`src/rtl/instr_decoder_pkg.sv`:
```
`default_nettype none
// ============================================================================
// Module   : instr_decoder_pkg
// Purpose  : Shared widths, opcodes, PARAM IDs, target codes and FSM state
//            encodings for the instruction decoder and its register file.
// Revision : 1.0 - initial release
// ============================================================================
package instr_decoder_pkg;

  localparam int BIT_INSTR = 32;
  localparam int BIT_PSUM  = 16;
  localparam int BIT_STATE = 3;
  localparam int BIT_PID   = 20;

  // Instruction opcodes (bits [30:28]); 6 and 7 decode as no-ops
  typedef enum logic [2:0] {
    OP_NOP     = 3'd0,
    OP_PARAM   = 3'd1,
    OP_WBPARAM = 3'd2,
    OP_WRITE   = 3'd3,
    OP_EX      = 3'd4,
    OP_WBPSRAM = 3'd5,
    OP_RSV6    = 3'd6,
    OP_RSV7    = 3'd7
  } opcode_t;

  // PARAM register IDs (bits [27:8])
  localparam logic [BIT_PID-1:0] PID_S          = 20'h00000;
  localparam logic [BIT_PID-1:0] PID_IC         = 20'h00001;
  localparam logic [BIT_PID-1:0] PID_IC_WH      = 20'h00002;
  localparam logic [BIT_PID-1:0] PID_OC         = 20'h00003;
  localparam logic [BIT_PID-1:0] PID_BASE_WSRAM = 20'h00004;
  localparam logic [BIT_PID-1:0] PID_TRG        = 20'h00005;

  // Load-target codes carried in DATA of a PARAM_TRG word
  localparam logic [7:0] TRG_ISRAM = 8'h00;
  localparam logic [7:0] TRG_WSRAM = 8'h01;

  // Decoder FSM states, also exported on the debug port
  typedef enum logic [BIT_STATE-1:0] {
    ST_IDLE   = 3'd0,
    ST_EXEC   = 3'd1,
    ST_RDREQ  = 3'd2,
    ST_RDWAIT = 3'd3
  } state_t;

  // Opcodes that hold off the instruction source until they complete
  function automatic logic is_blocking_op(input opcode_t op);
    return (op == OP_EX) || (op == OP_WBPSRAM);
  endfunction

endpackage
`default_nettype wire

```
`src/rtl/instr_param_regs.sv`:
```
`default_nettype none
// ============================================================================
// Module   : instr_param_regs
// Purpose  : PARAM register file (S, IC, IC_WH, OC, BASE_WSRAM, load target)
//            with the combinational read mux used by WBPARAM.
// Revision : 1.0 - initial release
// ============================================================================
module instr_param_regs
  import instr_decoder_pkg::*;
(
  input  logic               CLK,
  input  logic               RSTb,
  input  logic               i_wr_en,
  input  logic [BIT_PID-1:0] i_id,
  input  logic [7:0]         i_wr_data,
  output logic [7:0]         o_param_s,
  output logic [7:0]         o_param_ic,
  output logic [7:0]         o_param_ic_wh,
  output logic [7:0]         o_param_oc,
  output logic [7:0]         o_base_wsram,
  output logic               o_target_wsram,
  output logic [7:0]         o_rd_data
);

  logic [7:0] r_param_s;
  logic [7:0] r_param_ic;
  logic [7:0] r_param_ic_wh;
  logic [7:0] r_param_oc;
  logic [7:0] r_base_wsram;
  logic       r_target_wsram;

  // Register writes; unknown IDs and unknown target codes leave state alone
  always_ff @(posedge CLK or negedge RSTb) begin
    if (!RSTb) begin
      r_param_s      <= 8'h00;
      r_param_ic     <= 8'h00;
      r_param_ic_wh  <= 8'h00;
      r_param_oc     <= 8'h00;
      r_base_wsram   <= 8'h00;
      r_target_wsram <= 1'b0;
    end else if (i_wr_en) begin
      case (i_id)
        PID_S:          r_param_s     <= i_wr_data;
        PID_IC:         r_param_ic    <= i_wr_data;
        PID_IC_WH:      r_param_ic_wh <= i_wr_data;
        PID_OC:         r_param_oc    <= i_wr_data;
        PID_BASE_WSRAM: r_base_wsram  <= i_wr_data;
        PID_TRG: begin
          if (i_wr_data == TRG_WSRAM) begin
            r_target_wsram <= 1'b1;
          end else if (i_wr_data == TRG_ISRAM) begin
            r_target_wsram <= 1'b0;
          end
        end
        default: ;
      endcase
    end
  end

  // Read mux for WBPARAM; the target reads back as its TRG code
  always_comb begin
    o_rd_data = 8'h00;
    case (i_id)
      PID_S:          o_rd_data = r_param_s;
      PID_IC:         o_rd_data = r_param_ic;
      PID_IC_WH:      o_rd_data = r_param_ic_wh;
      PID_OC:         o_rd_data = r_param_oc;
      PID_BASE_WSRAM: o_rd_data = r_base_wsram;
      PID_TRG:        o_rd_data = r_target_wsram ? TRG_WSRAM : TRG_ISRAM;
      default:        o_rd_data = 8'h00;
    endcase
  end

  assign o_param_s      = r_param_s;
  assign o_param_ic     = r_param_ic;
  assign o_param_ic_wh  = r_param_ic_wh;
  assign o_param_oc     = r_param_oc;
  assign o_base_wsram   = r_base_wsram;
  assign o_target_wsram = r_target_wsram;

endmodule
`default_nettype wire

```
`src/rtl/instr_decoder.sv`:
```
`default_nettype none
// ============================================================================
// Module   : instr_decoder
// Purpose  : Decodes strobed 32-bit instruction words into PARAM updates,
//            SRAM load strobes, execute handshakes and PSRAM/param writeback.
// Revision : 1.0 - initial release
// ============================================================================
module instr_decoder
  import instr_decoder_pkg::*;
(
  input  logic                 CLK,
  input  logic                 RSTb,
  input  logic [BIT_INSTR-1:0] i_Instr_In,
  input  logic                 i_instr_pulse,
  output logic                 instr_stall,
  output logic [7:0]           o_param_s,
  output logic [7:0]           o_param_ic,
  output logic [7:0]           o_param_ic_wh,
  output logic [7:0]           o_param_oc,
  output logic [7:0]           o_base_wsram,
  output logic                 o_isram_we,
  output logic                 o_wsram_we,
  output logic [3:0]           o_sram_sel,
  output logic [15:0]          o_sram_addr,
  output logic [7:0]           o_sram_din,
  output logic                 o_ex_start,
  input  logic                 i_ex_done,
  output logic                 o_psram_re,
  output logic [3:0]           o_psram_bank,
  output logic [15:0]          o_psram_addr,
  input  logic [BIT_PSUM-1:0]  i_psram_rdata,
  output logic                 o_Flag_Finish_Out,
  output logic                 o_Valid_WB_Out,
  output logic [BIT_PSUM-1:0]  o_Data_WB_Out,
  output logic [BIT_STATE-1:0] o_state_debug
);

  // Instruction field split
  logic               w_opvalid;
  opcode_t            w_op;
  logic [BIT_PID-1:0] w_pid;
  logic [3:0]         w_sel;
  logic [15:0]        w_addr;
  logic [7:0]         w_data;

  assign w_opvalid = i_Instr_In[31];
  assign w_op      = opcode_t'(i_Instr_In[30:28]);
  assign w_pid     = i_Instr_In[27:8];
  assign w_sel     = i_Instr_In[27:24];
  assign w_addr    = i_Instr_In[23:8];
  assign w_data    = i_Instr_In[7:0];

  state_t r_state;
  state_t w_state_nxt;
  logic   w_idle;
  logic   w_accept;

  // Words are only acted on while idle; anything else is a protocol error
  assign w_idle   = (r_state == ST_IDLE);
  assign w_accept = i_instr_pulse & w_opvalid & w_idle;

  logic       w_param_wr;
  logic       w_target_wsram;
  logic [7:0] w_rd_data;

  assign w_param_wr = w_accept & (w_op == OP_PARAM);

  instr_param_regs u_param_regs (
    .CLK            (CLK),
    .RSTb           (RSTb),
    .i_wr_en        (w_param_wr),
    .i_id           (w_pid),
    .i_wr_data      (w_data),
    .o_param_s      (o_param_s),
    .o_param_ic     (o_param_ic),
    .o_param_ic_wh  (o_param_ic_wh),
    .o_param_oc     (o_param_oc),
    .o_base_wsram   (o_base_wsram),
    .o_target_wsram (w_target_wsram),
    .o_rd_data      (w_rd_data)
  );

  logic w_ex_start_nxt;
  logic w_psram_re_nxt;
  logic w_finish_set;
  logic w_finish_clr;
  logic w_rd_capture;

  // Next-state and handshake decisions for the blocking opcodes
  always_comb begin
    w_state_nxt    = r_state;
    w_ex_start_nxt = 1'b0;
    w_psram_re_nxt = 1'b0;
    w_finish_set   = 1'b0;
    w_finish_clr   = 1'b0;
    w_rd_capture   = 1'b0;
    case (r_state)
      ST_IDLE: begin
        if (w_accept && (w_op == OP_EX)) begin
          w_state_nxt    = ST_EXEC;
          w_ex_start_nxt = 1'b1;
          w_finish_clr   = 1'b1;
        end else if (w_accept && (w_op == OP_WBPSRAM)) begin
          w_state_nxt    = ST_RDREQ;
          w_psram_re_nxt = 1'b1;
        end
      end
      ST_EXEC: begin
        if (i_ex_done) begin
          w_state_nxt  = ST_IDLE;
          w_finish_set = 1'b1;
        end
      end
      ST_RDREQ:  w_state_nxt = ST_RDWAIT;
      ST_RDWAIT: begin
        // Read data is valid in this cycle, one cycle after the request
        w_state_nxt  = ST_IDLE;
        w_rd_capture = 1'b1;
      end
      default:   w_state_nxt = ST_IDLE;
    endcase
  end

  logic r_ex_start;
  logic r_psram_re;
  logic r_flag_finish;

  // State register plus the registered execute/read strobes and finish flag
  always_ff @(posedge CLK or negedge RSTb) begin
    if (!RSTb) begin
      r_state       <= ST_IDLE;
      r_ex_start    <= 1'b0;
      r_psram_re    <= 1'b0;
      r_flag_finish <= 1'b0;
    end else begin
      r_state    <= w_state_nxt;
      r_ex_start <= w_ex_start_nxt;
      r_psram_re <= w_psram_re_nxt;
      if (w_finish_set) begin
        r_flag_finish <= 1'b1;
      end else if (w_finish_clr) begin
        r_flag_finish <= 1'b0;
      end
    end
  end

  logic [3:0]  r_psram_bank;
  logic [15:0] r_psram_addr;

  // PSRAM read address, latched with the read request
  always_ff @(posedge CLK or negedge RSTb) begin
    if (!RSTb) begin
      r_psram_bank <= 4'h0;
      r_psram_addr <= 16'h0000;
    end else if (w_psram_re_nxt) begin
      r_psram_bank <= w_sel;
      r_psram_addr <= w_addr;
    end
  end

  logic        r_isram_we;
  logic        r_wsram_we;
  logic [3:0]  r_sram_sel;
  logic [15:0] r_sram_addr;
  logic [7:0]  r_sram_din;
  logic        w_write;

  assign w_write = w_accept & (w_op == OP_WRITE);

  // SRAM load: one-cycle strobe to the selected target with latched fields
  always_ff @(posedge CLK or negedge RSTb) begin
    if (!RSTb) begin
      r_isram_we  <= 1'b0;
      r_wsram_we  <= 1'b0;
      r_sram_sel  <= 4'h0;
      r_sram_addr <= 16'h0000;
      r_sram_din  <= 8'h00;
    end else begin
      r_isram_we <= w_write & ~w_target_wsram;
      r_wsram_we <= w_write &  w_target_wsram;
      if (w_write) begin
        r_sram_sel  <= w_sel;
        r_sram_addr <= w_addr;
        r_sram_din  <= w_data;
      end
    end
  end

  logic                r_valid_wb;
  logic [BIT_PSUM-1:0] r_data_wb;

  // Writeback port; PSRAM capture wins, though the FSM keeps the two apart
  always_ff @(posedge CLK or negedge RSTb) begin
    if (!RSTb) begin
      r_valid_wb <= 1'b0;
      r_data_wb  <= '0;
    end else begin
      r_valid_wb <= 1'b0;
      if (w_rd_capture) begin
        r_valid_wb <= 1'b1;
        r_data_wb  <= i_psram_rdata;
      end else if (w_accept && (w_op == OP_WBPARAM)) begin
        r_valid_wb <= 1'b1;
        r_data_wb  <= {{(BIT_PSUM-8){1'b0}}, w_rd_data};
      end
    end
  end

  logic [7:0] r_proto_err_cnt;

  // Saturating count of words that arrived while busy (debug visibility)
  always_ff @(posedge CLK or negedge RSTb) begin
    if (!RSTb) begin
      r_proto_err_cnt <= 8'h00;
    end else if (i_instr_pulse && !w_idle && (r_proto_err_cnt != 8'hFF)) begin
      r_proto_err_cnt <= r_proto_err_cnt + 8'd1;
    end
  end

  // Stall covers the accepting cycle of a blocking word, so it is partly
  // combinational; held low while reset is asserted
  assign instr_stall = RSTb & (~w_idle |
                               (i_instr_pulse & w_opvalid & is_blocking_op(w_op)));

  assign o_isram_we        = r_isram_we;
  assign o_wsram_we        = r_wsram_we;
  assign o_sram_sel        = r_sram_sel;
  assign o_sram_addr       = r_sram_addr;
  assign o_sram_din        = r_sram_din;
  assign o_ex_start        = r_ex_start;
  assign o_psram_re        = r_psram_re;
  assign o_psram_bank      = r_psram_bank;
  assign o_psram_addr      = r_psram_addr;
  assign o_Flag_Finish_Out = r_flag_finish;
  assign o_Valid_WB_Out    = r_valid_wb;
  assign o_Data_WB_Out     = r_data_wb;
  assign o_state_debug     = r_state;

endmodule
`default_nettype wire

```
`config.mk`:
```
export PLATFORM = sky130hd
export DESIGN_NAME = instr_decoder
export DESIGN_NICKNAME = d
export VERILOG_FILES = /design/src/rtl/instr_decoder_pkg.sv /design/src/rtl/instr_param_regs.sv /design/src/rtl/instr_decoder.sv
export SDC_FILE = /design/constraint.sdc
export NUM_CORES = 1
export LEC_CHECK = 0
export BUFFER_PORTS_ARGS = -buffer_cell sky130_fd_sc_hd__buf_2
export CAP_MARGIN = 20
export CELL_PAD_IN_SITES_DETAIL_PLACEMENT = 1
export CELL_PAD_IN_SITES_GLOBAL_PLACEMENT = 2
export CORE_UTILIZATION = 30
export DETAILED_ROUTE_END_ITERATION = 12
export PLACE_DENSITY_LB_ADDON = 0.1
export SYNTH_ARGS = -nofsm -noshare
export SYNTH_HDL_FRONTEND = slang
export SYNTH_SLANG_ARGS = --single-unit
```
`constraint.sdc`:
```
create_clock -name CLK -period 2.06 [get_ports CLK]
set_input_delay 0.309 -clock CLK [delete_from_list [all_inputs] [get_ports CLK]]
set_output_delay 0.309 -clock CLK [all_outputs]
set_load 0.1 [all_outputs]
```
==> impl_metrics.yaml <==
status:
  status: "finished with violations"
  violations: "negative hold slack"
yosys:
  synthesis.nets: 388
  synth-async-reset-ratio: 1.00
  synthMuxAreaShare: 0.247
  yosysUniqueCellTypes: 42
  synth_fa_ha_area_frac: 0
  syn_avg_cell_area_um2: 14.5
  yosys_warnings: 0
  synth-simple-area-share: 0.0826
  synth-seq-area-share: 0.581
  synth-compound-area-share: 0.0700
  synth_cells: 336
  synth_top_family_by_area: "multiplexers"
  ys_ff_latch: 113
  syn-cell-area_um2: 4860
  synth_edf_count: 0
  synth_xor_xnor_area_share: 0
  synth-main-ff-cell: "dfrtp_1"
cells_and_area:
  fin_nets: 579
  final_area_um2: 6770
  area_growth_pct: 39.2
  drive_gt1_frac: 0.602
  layoutNonFillerInstCount: 756
  num_antenna_cells: 0
  fillerInstances: 1693
placed_design:
  dp_hpwl_um: 10000
  gp_congestion: 0.688
  placedCellCount: 724
  dpl-instance-area_um2: 6160
  port-buffer-count: 164
worst_setup_path:
  end_kind: "flip-flop"
  endpoint: "u_param_regs.o_param_ic_wh[2]"
  critPathMaxFanout: 8
  reg2reg_depth: 5
  crit_type: "reg -> reg"
  arrival_ps: 2240
  cp-startpoint: "o_state_debug[1]"
  critPathLaunchType: "flip-flop"
  rrSetupSlack_ps: 110
  crit_required_ps: 2350
  r2r_start: "o_state_debug[1]"
  timing.rr.end: "u_param_regs.o_param_ic_wh[2]"
clocking:
  cts_hold_buf: 0
  cts.sinks: 113
  root_buffer: "clkbuf_16"
  post_cts_buffers: 0
  cts_tree: "done"
  cts_buffers: 17
  htreeDepth: 4
  clk_pin_slew_ps: 50
  ctsLongestPathBuffers: 2
  clk_latency_ps: 410
  cts.repair.resized: 0
detailed_routing:
  num_vias: 3535
  drcViolationCount: 0
  detail-route-antenna-nets: 0
  wl_per_cell_um: 18.3
  firstDrtPassIters: 4
  viasPerCell: 4.68
  wl_um: 13900
  drtIter0Drc: 108
global_routing:
  grt_pass1_wl_um: 21900
  antenna_found_initial: 0
  grtUsageTotal: 0.177
  first_global_vias: 3753
  gr-total-overflow: 0
  grt_max_degree: 114
die:
  fp.dieArea_um2: 16700
  io_pins: 166
  chipHeight_um: 129
  core_um2: 15800
  floorplan.initialDensity: 0.307
  die_x_um: 129
  num_rows: 46
timing:
  final-setup-viol-count: 0
  fin_hold_ws_ps: -32.2
  worst_pin_slew_ps: 667
  fmax_mhz: 512
  fin_skew_ps: 7.28
  min_period_ps: 1950
  final-max-slew-violation-count: 0
  hold_viol_final: 20
  maxSlewHeadroom: 0.555
  min_period_over_period: 0.949
  grt_setup_unrepaired: "false"
power_and_ir_drop:
  power_switching_mw: 6.22
  intPower_mw: 5.67
  ir_drop_v: 0.00109
  clkPwrFrac: 0.252
  power_switching_share: 0.523
  p_per_area_nw_per_um2: 1760
  combPwrFrac: 0.488
  p_seq_frac: 0.260
  power.leakage_nw: 3.53
hold_path:
  min_path_type: "in -> async"
job:
  max_cap_violations: 0
==> per-stage QoR <==
step / power [mW] / setup TNS, ps / util / setup slack, ps / hold WS (ps)
CTS: 12.0 / 0 / 0.428 / 78.9 / 33.2
detailed placement: 8.97 / -2770 / 0.389 / -88.6 / 473
floorplan: 7.95 / 0 / - / 1.82 / 13.4
global route: 12.4 / 0 / 0.428 / 11.3 / 42.4
global placement: 8.90 / -2650 / 0.389 / -82.9 / 473
finish: 11.9 / 0 / 0.428 / 105 / -32.2
==> cells by family (layout without fill, tap and decap cells) <==
kind of cell	Yosys count	count (layout)
DFF	113	113
muxes	106	106
AOI/OAI and AO/OA	51	51
and+or+nand+nor	43	43
buffers and inverters	22	226
other	1	1
==> synthesized netlist by cell type, types with 2 or more instances <==
cell type / instances / area, um2
a22o_1: 8 / 70.1
a22oi_1: 7 / 52.6
and2_1: 3 / 18.8
buf_1: 4 / 15.0
clkbuf_1: 12 / 45.0
dfrtp_1: 113 / 2830
inv_1: 4 / 15.0
mux2_2: 81 / 912
mux2_4: 8 / 120
mux2i_1: 17 / 170
nand2_1: 4 / 15.0
nand2b_1: 2 / 12.5
nand3_1: 2 / 10.0
nand3b_1: 2 / 15.0
nor2_1: 4 / 15.0
nor2b_1: 2 / 12.5
nor4_1: 2 / 12.5
nor4_4: 8 / 170
o21ai_0: 19 / 95.1
o21ai_1: 4 / 20.0
o22ai_1: 2 / 12.5
o2bb2ai_1: 7 / 61.3
or3_1: 2 / 12.5
==> critical path, stage by stage (launching register included) <==
cell,delay (ps)
dfrtp_4,520
nor3_4,300
nand3b_4,200
nor4_4,240
buf_4,230
mux2_2,350
==> layer usage <==
metal / share of wire / up-vias / wire length, um / global-route usage
met1: 0.46 / 1800 / 6310 / 0.229
li1: - / 1622 / - / -
met4: 0.0069 / 0 / 95 / 0.0540
met5: 0 / - / 0 / 0
met2: 0.48 / 108 / 6630 / 0.282
met3: 0.060 / 5 / 827 / 0.0578
==> placed cells by master, fill, tap and decap left out, types with 2 or more instances in the layout <==
cell type / netlist / routed
a22o_1: 8 / 8
a22oi_1: 7 / 7
and2_1: 3 / 3
buf_12: 0 / 4
buf_2: 1 / 162
buf_4: 1 / 24
bufinv_16: 0 / 3
clkbuf_16: 0 / 17
clkbuf_8: 0 / 3
clkinv_2: 0 / 6
clkinvlp_4: 0 / 2
dfrtp_1: 113 / 111
inv_1: 4 / 4
mux2_2: 81 / 81
mux2_4: 8 / 8
mux2i_1: 17 / 17
nand2_1: 4 / 4
nand2b_1: 2 / 2
nand3_1: 2 / 2
nand3b_1: 2 / 2
nor2_1: 4 / 4
nor2b_1: 2 / 2
nor4_1: 2 / 2
nor4_4: 8 / 8
o21ai_0: 19 / 19
o21ai_1: 4 / 4
o22ai_1: 2 / 2
o2bb2ai_1: 7 / 7
or3_1: 2 / 2
==> how the worst min path moves through the flow <==
stage / slack [ps] / start / endpoint
after floorplan: 10 / RSTb / o_Data_WB_Out[0]
after global placement: 470 / RSTb / o_Valid_WB_Out
after detailed placement: 470 / u_param_regs.o_target_wsram / o_isram_we
after CTS: 30 / RSTb / o_Valid_WB_Out
after global routing: 40 / RSTb / o_Valid_WB_Out
final: -30 / RSTb / o_Valid_WB_Out
==> state kept, by name (all words and copies together) (netlist names) <==
name / count
o_Data_WB_Out: 16
u_param_regs.o_param_ic: 8
o_sram_sel: 4
o_wsram_we: 1
o_sram_addr: 16
o_isram_we: 1
u_param_regs.o_target_wsram: 1
o_psram_re: 1
u_param_regs.o_param_oc: 8
o_sram_din: 8
o_Flag_Finish_Out: 1
u_param_regs.o_param_s: 8
o_state_debug: 2
u_param_regs.o_base_wsram: 8
o_Valid_WB_Out: 1
o_psram_addr: 16
o_psram_bank: 4
o_ex_start: 1
u_param_regs.o_param_ic_wh: 8
==> area by class of cell <==
| cell class | instances | area, um2 | share of cell area |
|---|---|---|---|
| clock buffers | 21 | 470 | 0.0695 |
| multi-input cells | 201 | 1970 | 0.292 |
| well taps | 216 | 270 | 0.0399 |
| flip-flops and latches | 113 | 2830 | 0.418 |
| clock inverters | 11 | 135 | 0.0200 |
| inverters | 4 | 15.0 | 0.00222 |
| repair buffers | 190 | 1070 | 0.158 |
==> power groups by stage <==
stage / clock (mW) / combinational (mW) / sequential, mW
6_report: 3.00 / 5.80 / 3.09
5_1_grt: 3.19 / 5.99 / 3.17
4_1_cts: 3.09 / 5.85 / 3.10
3_3_place_gp: 0 / 5.81 / 3.09
2_1_floorplan: 0 / 0.676 / 7.27
3_5_place_dp: 0 / 5.84 / 3.13
Power figures use the tool's default switching activity.
